File: config.mk
export PLATFORM = sky130hd
export DESIGN_NAME = set_assoc_lru_cache
export DESIGN_NICKNAME = d
export VERILOG_FILES = /design/src/rtl/set_assoc_lru_cache.sv
export SDC_FILE = /design/constraint.sdc
export NUM_CORES = 1
export LEC_CHECK = 0
export BUFFER_PORTS_ARGS = -buffer_cell sky130_fd_sc_hd__buf_2
export CAP_MARGIN = 20
export CORE_ASPECT_RATIO = 1.2
export CORE_UTILIZATION = 61
export DETAILED_ROUTE_END_ITERATION = 8
export MAX_ROUTING_LAYER = met4
export PLACE_DENSITY = 0.76
export SLEW_MARGIN = 20
export SYNTH_ARGS = -nofsm -noshare
export SYNTH_HDL_FRONTEND = slang
export SYNTH_SLANG_ARGS = --single-unit
export TNS_END_PERCENT = 50
File: constraint.sdc
create_clock -name clk -period 7.5 [get_ports clk]
set_clock_uncertainty 0.15 [all_clocks]
set_input_delay 1.5 -clock clk [delete_from_list [all_inputs] [get_ports clk]]
set_output_delay 1.5 -clock clk [all_outputs]
set_load 0.005 [all_outputs]
File: src/rtl/set_assoc_lru_cache.sv
// N-way set-associative write-back / write-allocate cache with true-LRU replacement.
// One word per line; the miss sequence (victim write-back, refill, response) runs through valid/ready handshakes.
module set_assoc_lru_cache #(
  parameter int unsigned NUM_SETS    = 4,
  parameter int unsigned NUM_WAYS    = 4,
  parameter int unsigned ADDR_WIDTH  = 8,
  parameter int unsigned VALUE_WIDTH = 32
) (
  input  logic                   clk,
  input  logic                   rst,
  input  logic                   req_valid,
  output logic                   req_ready,
  input  logic                   req_we,
  input  logic [ADDR_WIDTH-1:0]  req_addr,
  input  logic [VALUE_WIDTH-1:0] req_wdata,
  output logic                   resp_valid,
  output logic [VALUE_WIDTH-1:0] resp_rdata,
  output logic                   resp_hit,
  output logic                   mem_req_valid,
  input  logic                   mem_req_ready,
  output logic                   mem_we,
  output logic [ADDR_WIDTH-1:0]  mem_addr,
  output logic [VALUE_WIDTH-1:0] mem_wdata,
  input  logic                   mem_resp_valid,
  input  logic [VALUE_WIDTH-1:0] mem_rdata
);

  localparam int unsigned INDEX_W = $clog2(NUM_SETS);
  localparam int unsigned TAG_W   = ADDR_WIDTH - INDEX_W;
  localparam int unsigned WAY_W   = $clog2(NUM_WAYS);

  localparam logic [2:0] IDLE    = 3'd0;
  localparam logic [2:0] WB      = 3'd1;
  localparam logic [2:0] RF_REQ  = 3'd2;
  localparam logic [2:0] RF_WAIT = 3'd3;
  localparam logic [2:0] FILL    = 3'd4;

  logic [2:0] state, state_d;

  logic                   valid_q [NUM_SETS][NUM_WAYS];
  logic                   dirty_q [NUM_SETS][NUM_WAYS];
  logic [WAY_W-1:0]       age_q   [NUM_SETS][NUM_WAYS];
  logic [TAG_W-1:0]       tag_q   [NUM_SETS][NUM_WAYS];
  logic [VALUE_WIDTH-1:0] data_q  [NUM_SETS][NUM_WAYS];

  logic                   lat_we;
  logic [ADDR_WIDTH-1:0]  lat_addr;
  logic [VALUE_WIDTH-1:0] lat_wdata;
  logic [WAY_W-1:0]       lat_way;
  logic [VALUE_WIDTH-1:0] rf_data;

  logic [INDEX_W-1:0]     req_idx, lat_idx, upd_set;
  logic [TAG_W-1:0]       req_tag, lat_tag;
  logic                   hit, vic_dirty, accept, hit_acc, upd_en;
  logic [WAY_W-1:0]       hit_way, vic_way, upd_way;
  logic [VALUE_WIDTH-1:0] fill_data;

  assign req_idx   = req_addr[INDEX_W-1:0];
  assign req_tag   = req_addr[ADDR_WIDTH-1:INDEX_W];
  assign lat_idx   = lat_addr[INDEX_W-1:0];
  assign lat_tag   = lat_addr[ADDR_WIDTH-1:INDEX_W];
  assign fill_data = lat_we ? lat_wdata : rf_data;

  // Tag lookup and victim choice: lowest invalid way wins over the oldest way.
  always_comb begin
    hit     = 1'b0;
    hit_way = '0;
    vic_way = '0;
    for (int w = 0; w < int'(NUM_WAYS); w++) begin
      if (valid_q[req_idx][w] && tag_q[req_idx][w] == req_tag) begin
        hit     = 1'b1;
        hit_way = WAY_W'(w);
      end
      if (age_q[req_idx][w] == WAY_W'(NUM_WAYS - 1)) vic_way = WAY_W'(w);
    end
    for (int w = int'(NUM_WAYS) - 1; w >= 0; w--) begin
      if (!valid_q[req_idx][w]) vic_way = WAY_W'(w);
    end
    vic_dirty = valid_q[req_idx][vic_way] && dirty_q[req_idx][vic_way];
  end

  always_comb begin
    state_d = state;
    accept  = (state == IDLE) && req_valid;
    hit_acc = accept && hit;
    upd_en  = hit_acc || (state == FILL);
    upd_set = (state == FILL) ? lat_idx : req_idx;
    upd_way = (state == FILL) ? lat_way : hit_way;
    case (state)
      IDLE: begin
        if (req_valid && !hit) begin
          if (vic_dirty)    state_d = WB;
          else if (!req_we) state_d = RF_REQ;
          else              state_d = FILL;
        end
      end
      WB:      if (mem_req_ready)  state_d = lat_we ? FILL : RF_REQ;
      RF_REQ:  if (mem_req_ready)  state_d = RF_WAIT;
      RF_WAIT: if (mem_resp_valid) state_d = FILL;
      FILL:    state_d = IDLE;
      default: state_d = IDLE;
    endcase
  end

  // FSM state, registered outputs and the latched miss context.
  always_ff @(posedge clk) begin
    if (rst) begin
      state         <= IDLE;
      req_ready     <= 1'b1;
      resp_valid    <= 1'b0;
      resp_hit      <= 1'b0;
      resp_rdata    <= '0;
      mem_req_valid <= 1'b0;
      mem_we        <= 1'b0;
      mem_addr      <= '0;
      mem_wdata     <= '0;
      lat_we        <= 1'b0;
      lat_addr      <= '0;
      lat_wdata     <= '0;
      lat_way       <= '0;
      rf_data       <= '0;
    end else begin
      state         <= state_d;
      req_ready     <= (state_d == IDLE);
      resp_valid    <= hit_acc || (state == FILL);
      resp_hit      <= hit_acc;
      mem_req_valid <= (state_d == WB) || (state_d == RF_REQ);
      mem_we        <= (state_d == WB);
      if (hit_acc)            resp_rdata <= req_we ? req_wdata : data_q[req_idx][hit_way];
      else if (state == FILL) resp_rdata <= fill_data;
      if (accept && state_d == WB) begin
        mem_addr  <= {tag_q[req_idx][vic_way], req_idx};
        mem_wdata <= data_q[req_idx][vic_way];
      end else if (state_d == RF_REQ && state != RF_REQ) begin
        mem_addr  <= (state == IDLE) ? req_addr : lat_addr;
      end
      if (accept && !hit) begin
        lat_we    <= req_we;
        lat_addr  <= req_addr;
        lat_wdata <= req_wdata;
        lat_way   <= vic_way;
      end
      if (state == RF_WAIT && mem_resp_valid) rf_data <= mem_rdata;
    end
  end

  // Valid/dirty bits and LRU ages; the accessed way becomes youngest.
  always_ff @(posedge clk) begin
    if (rst) begin
      for (int s = 0; s < int'(NUM_SETS); s++) begin
        for (int w = 0; w < int'(NUM_WAYS); w++) begin
          valid_q[s][w] <= 1'b0;
          dirty_q[s][w] <= 1'b0;
          age_q[s][w]   <= WAY_W'(w);
        end
      end
    end else begin
      if (hit_acc && req_we) dirty_q[req_idx][hit_way] <= 1'b1;
      if (state == FILL) begin
        valid_q[lat_idx][lat_way] <= 1'b1;
        dirty_q[lat_idx][lat_way] <= lat_we;
      end
      if (upd_en) begin
        for (int w = 0; w < int'(NUM_WAYS); w++) begin
          if (WAY_W'(w) == upd_way)
            age_q[upd_set][w] <= '0;
          else if (age_q[upd_set][w] < age_q[upd_set][upd_way])
            age_q[upd_set][w] <= age_q[upd_set][w] + WAY_W'(1);
        end
      end
    end
  end

  // Line payload; meaningless until the matching valid bit is set.
  always_ff @(posedge clk) begin
    if (hit_acc && req_we) data_q[req_idx][hit_way] <= req_wdata;
    if (state == FILL) begin
      data_q[lat_idx][lat_way] <= fill_data;
      tag_q[lat_idx][lat_way]  <= lat_tag;
    end
  end

endmodule

==> flow_metrics.env <==
export IMPL_status="complete, but fails checks"
export IMPL_failed_checks="design-rule violations"
export IMPL_worstSkewPairLatency_ps=640
export IMPL_cts_setup_buffers=0
export IMPL_drtIter0Drc=3168
export IMPL_place_gp_congestion=0.9374
export IMPL_hp_class="reg2reg"
export IMPL_h_tree_depth=3
export IMPL_r2r_cells=10
export IMPL_synthArstFlopShare=0
export IMPL_crit_fanout=44
export IMPL_synth_area_leader_cell="edfxtp_1"
export IMPL_synthMuxAreaShare=0.1301
export IMPL_grt_pass1_vias=23140
export IMPL_synthAdderAreaFrac=0.001433
export IMPL_final_common_cell="edfxtp_1"
export IMPL_fillers=3680
export IMPL_clkTransAtPathRegs_ps=60
export IMPL_holdWs_ps=302.7
export IMPL_synth_compound_area_share=0.08970
export IMPL_yosys_warnings=0
export IMPL_path_common_cell="o221ai_1"
export IMPL_io_buffer_count=154
export IMPL_criticalPathCategory="in2reg"
export IMPL_num_antenna_cells=0
export IMPL_core_sq_um=56340
export IMPL_holdBufCountCts=0
export IMPL_syn_avg_cell_area_sq_um=14.13
export IMPL_maxCapViolCount=0
export IMPL_worst_path_stages=12
export IMPL_grt_max_degree=100
export IMPL_tightestPinTransition_ps=1189
export IMPL_timing_final_crit_share=0.7940
export IMPL_multi_input_area_sq_um=11020
export IMPL_synth_nets=2554
export IMPL_gr_total_overflow=0
export IMPL_layout_common_cells="656 x edfxtp_1, 390 x nand2_1, 173 x mux4_2"
export IMPL_final_net_count=2696
export IMPL_finalNonFillerCells=3408
export IMPL_cts_root_buffer="clkbuf_16"
export IMPL_num_vias=23100
export IMPL_drcViolationCount=12
export IMPL_antenna_found_initial=1
export IMPL_ant_nets=0
export IMPL_initial_core_util=0.6199
export IMPL_cts_sinks=827
export IMPL_maxSlewViolCount=0
export IMPL_cpPeakStageDelay_ps=980
export IMPL_setup_tns_ps=0
export IMPL_finalHoldViolCount=0
export IMPL_die_area_sq_um=58220
export IMPL_synth_seq_cells=827
export IMPL_ff2ff_setup_slack_ps=2690
export IMPL_synthXorXnorAreaFrac=0.006520
export IMPL_synth_edf_count=656
export IMPL_postRouteWirelength_microns=96930
export IMPL_cpMaxStageDelayCell="nor4b_1"
export IMPL_path_cells="buf_6, buf_4, mux4_2, o221ai_1, nor4b_1, nor3_1, nor2_1, o221ai_1, ha_1, a2111o_1, nand3_2, a21boi_1"
export IMPL_die_w_microns=220.4
export IMPL_dp_cells=3259
export IMPL_firstDrtPassIters=9
export IMPL_wl_per_cell_microns=28.44
export IMPL_numCtsBuffers=80
export IMPL_grt_pass1_wl_microns=144000
export IMPL_clock_fmax_ghz=0.1679
export IMPL_synth_top_family_by_area="multiplexers"
export IMPL_cp_endpoint="age_q[0][2]$_SDFFCE_PN0P_"
export IMPL_synthDominantCellAreaShare=0.5640
export IMPL_track_usage=0.3504
export IMPL_yosysUniqueCellTypes=72
export IMPL_seq_area_sq_um=23120
export IMPL_rows=95
export IMPL_cts_tree="built"
export IMPL_synth_simple_area_share=0.08272
export IMPL_startpoint="req_addr[1]"
export IMPL_slew_headroom=0.1962
export IMPL_syn_cell_area_sq_um=34930
export IMPL_ys_dominant_reg_cell="edfxtp_1"
export IMPL_irDropWorstVdd_uv=235.7
export IMPL_cp_arrival_ps=6100
export IMPL_viasPerCell=6.777
export IMPL_drive_gt1_frac=0.2167
export IMPL_cp_buffers_inverters=2
export IMPL_rsz0062_at_grt="no"
export IMPL_die_h_microns=264.1
export IMPL_ctsResizeCount=0
export IMPL_clockBufferDepth=3
export IMPL_cp_required_ps=7640
export IMPL_ios=155
export IMPL_worstSetupStartpointType="input port"
export IMPL_r2r_end="age_q[0][7]$_SDFFCE_PN0P_"
export IMPL_syn_inst=2472
export IMPL_critPathTopFamily="simple AND/OR/NAND/NOR gates"
export IMPL_synth_area_top_cells="edfxtp_1 56%, mux4_2 11%, dfxtp_1 9.8%"
export IMPL_endpoint_kind="flop"
export IMPL_total_leakage_power_nw=13.04
export IMPL_post_route_min_period_ps=5955
export IMPL_area_growth_synth_to_final_pct=12.35
export IMPL_r2r_start="state[2]$_SDFF_PP0_"
export IMPL_powerDensity_nw_per_um2=247.5
export IMPL_seq_area_frac_synth=0.6620
export IMPL_place_hpwl_microns=60050
export IMPL_setup_viol=0
## stage by stage
step                power, mW  instance area (sq um)  setup slack, ps    util
floorplan               5.599                  34930             1632       -
global placement        5.831                  36690             1097  0.6511
detailed placement      5.854                  36690             1060  0.6511
CTS                     9.729                  39230             1730  0.6963
global route            9.951                  39240             1272  0.6964
finish                  9.713                  39240             1545  0.6964
## flip-flops by register name, summed over array words and instances, names as in the netlist, 2 cells and up
signal / flops
data_q: 512
resp_rdata: 32
state: 3
mem_wdata: 32
rf_data: 32
lat_addr: 8
lat_wdata: 32
dirty_q: 16
age_q: 32
valid_q: 16
lat_way: 2
mem_addr: 8
tag_q: 96
## metal layers
layer | vias up | wire length (microns) | GRT usage
met5 | - | 0 | -
met4 | 0 | 5156 | 0.1733
met3 | 340 | 10130 | 0.05746
met2 | 1548 | 46930 | 0.5450
met1 | 11480 | 34710 | 0.4487
li1 | 9732 | - | -
## cell usage after synthesis, drive strengths merged (38+ instances only)
cell type	count
a211oi	42
a21boi	38
mux4	173
mux2i	58
buf	71
nand2	390
dfxtp	171
nor2	124
clkbuf	110
inv	48
edfxtp	656
a21oi	160
o21ai	67
nand3	74
## cell type report
class                   count  area share
well taps                 727     0.02318
clock buffers             116     0.05771
multi-input cells        1416      0.2809
clock inverters            33    0.007111
inverters                  48    0.004592
flip-flops and latches    827      0.5893
repair buffers            241     0.03718
## worst min-delay path by stage
| stage | endpoint | startpoint | cells after the start | slack [ps] |
|---|---|---|---|---|
| detailed placement | mem_wdata[23]$_SDFFE_PP0P_ | mem_wdata[23]$_SDFFE_PP0P_ | 2 | 300 |
| global route | mem_wdata[11]$_SDFFE_PP0P_ | mem_wdata[11]$_SDFFE_PP0P_ | 2 | 320 |
| CTS | mem_wdata[23]$_SDFFE_PP0P_ | mem_wdata[23]$_SDFFE_PP0P_ | 2 | 300 |
| finish | mem_wdata[23]$_SDFFE_PP0P_ | mem_wdata[23]$_SDFFE_PP0P_ | 2 | 300 |
| floorplan | valid_q[2][2]$_DFF_P_ | valid_q[2][2]$_DFF_P_ | 2 | 280 |
| global placement | lat_wdata[2]$_SDFFE_PP0P_ | lat_wdata[2]$_SDFFE_PP0P_ | 2 | 290 |
## power by group
part           switching (mW)  internal (mW)
Sequential             0.0469           5.04
Combinational           0.438          0.246
Clock                    1.70           2.24
Total                    2.18           7.53
## logic make-up after synthesis
logic type                 count (synthesis)
AOI/OAI and AO/OA                        475
xor gates and xnor gates                  26
adders and majority gates                  4
buffers and inverters                    229
DFF                                      827
muxes                                    237
and+or+nand+nor                          674
## tightest hold or removal path, cell delays in order (launching register included)
cell     delay [ps]
dfxtp_1         310
nand2_1          50
a21oi_1          50
No activity file was read; power rests on OpenSTA's default activity.
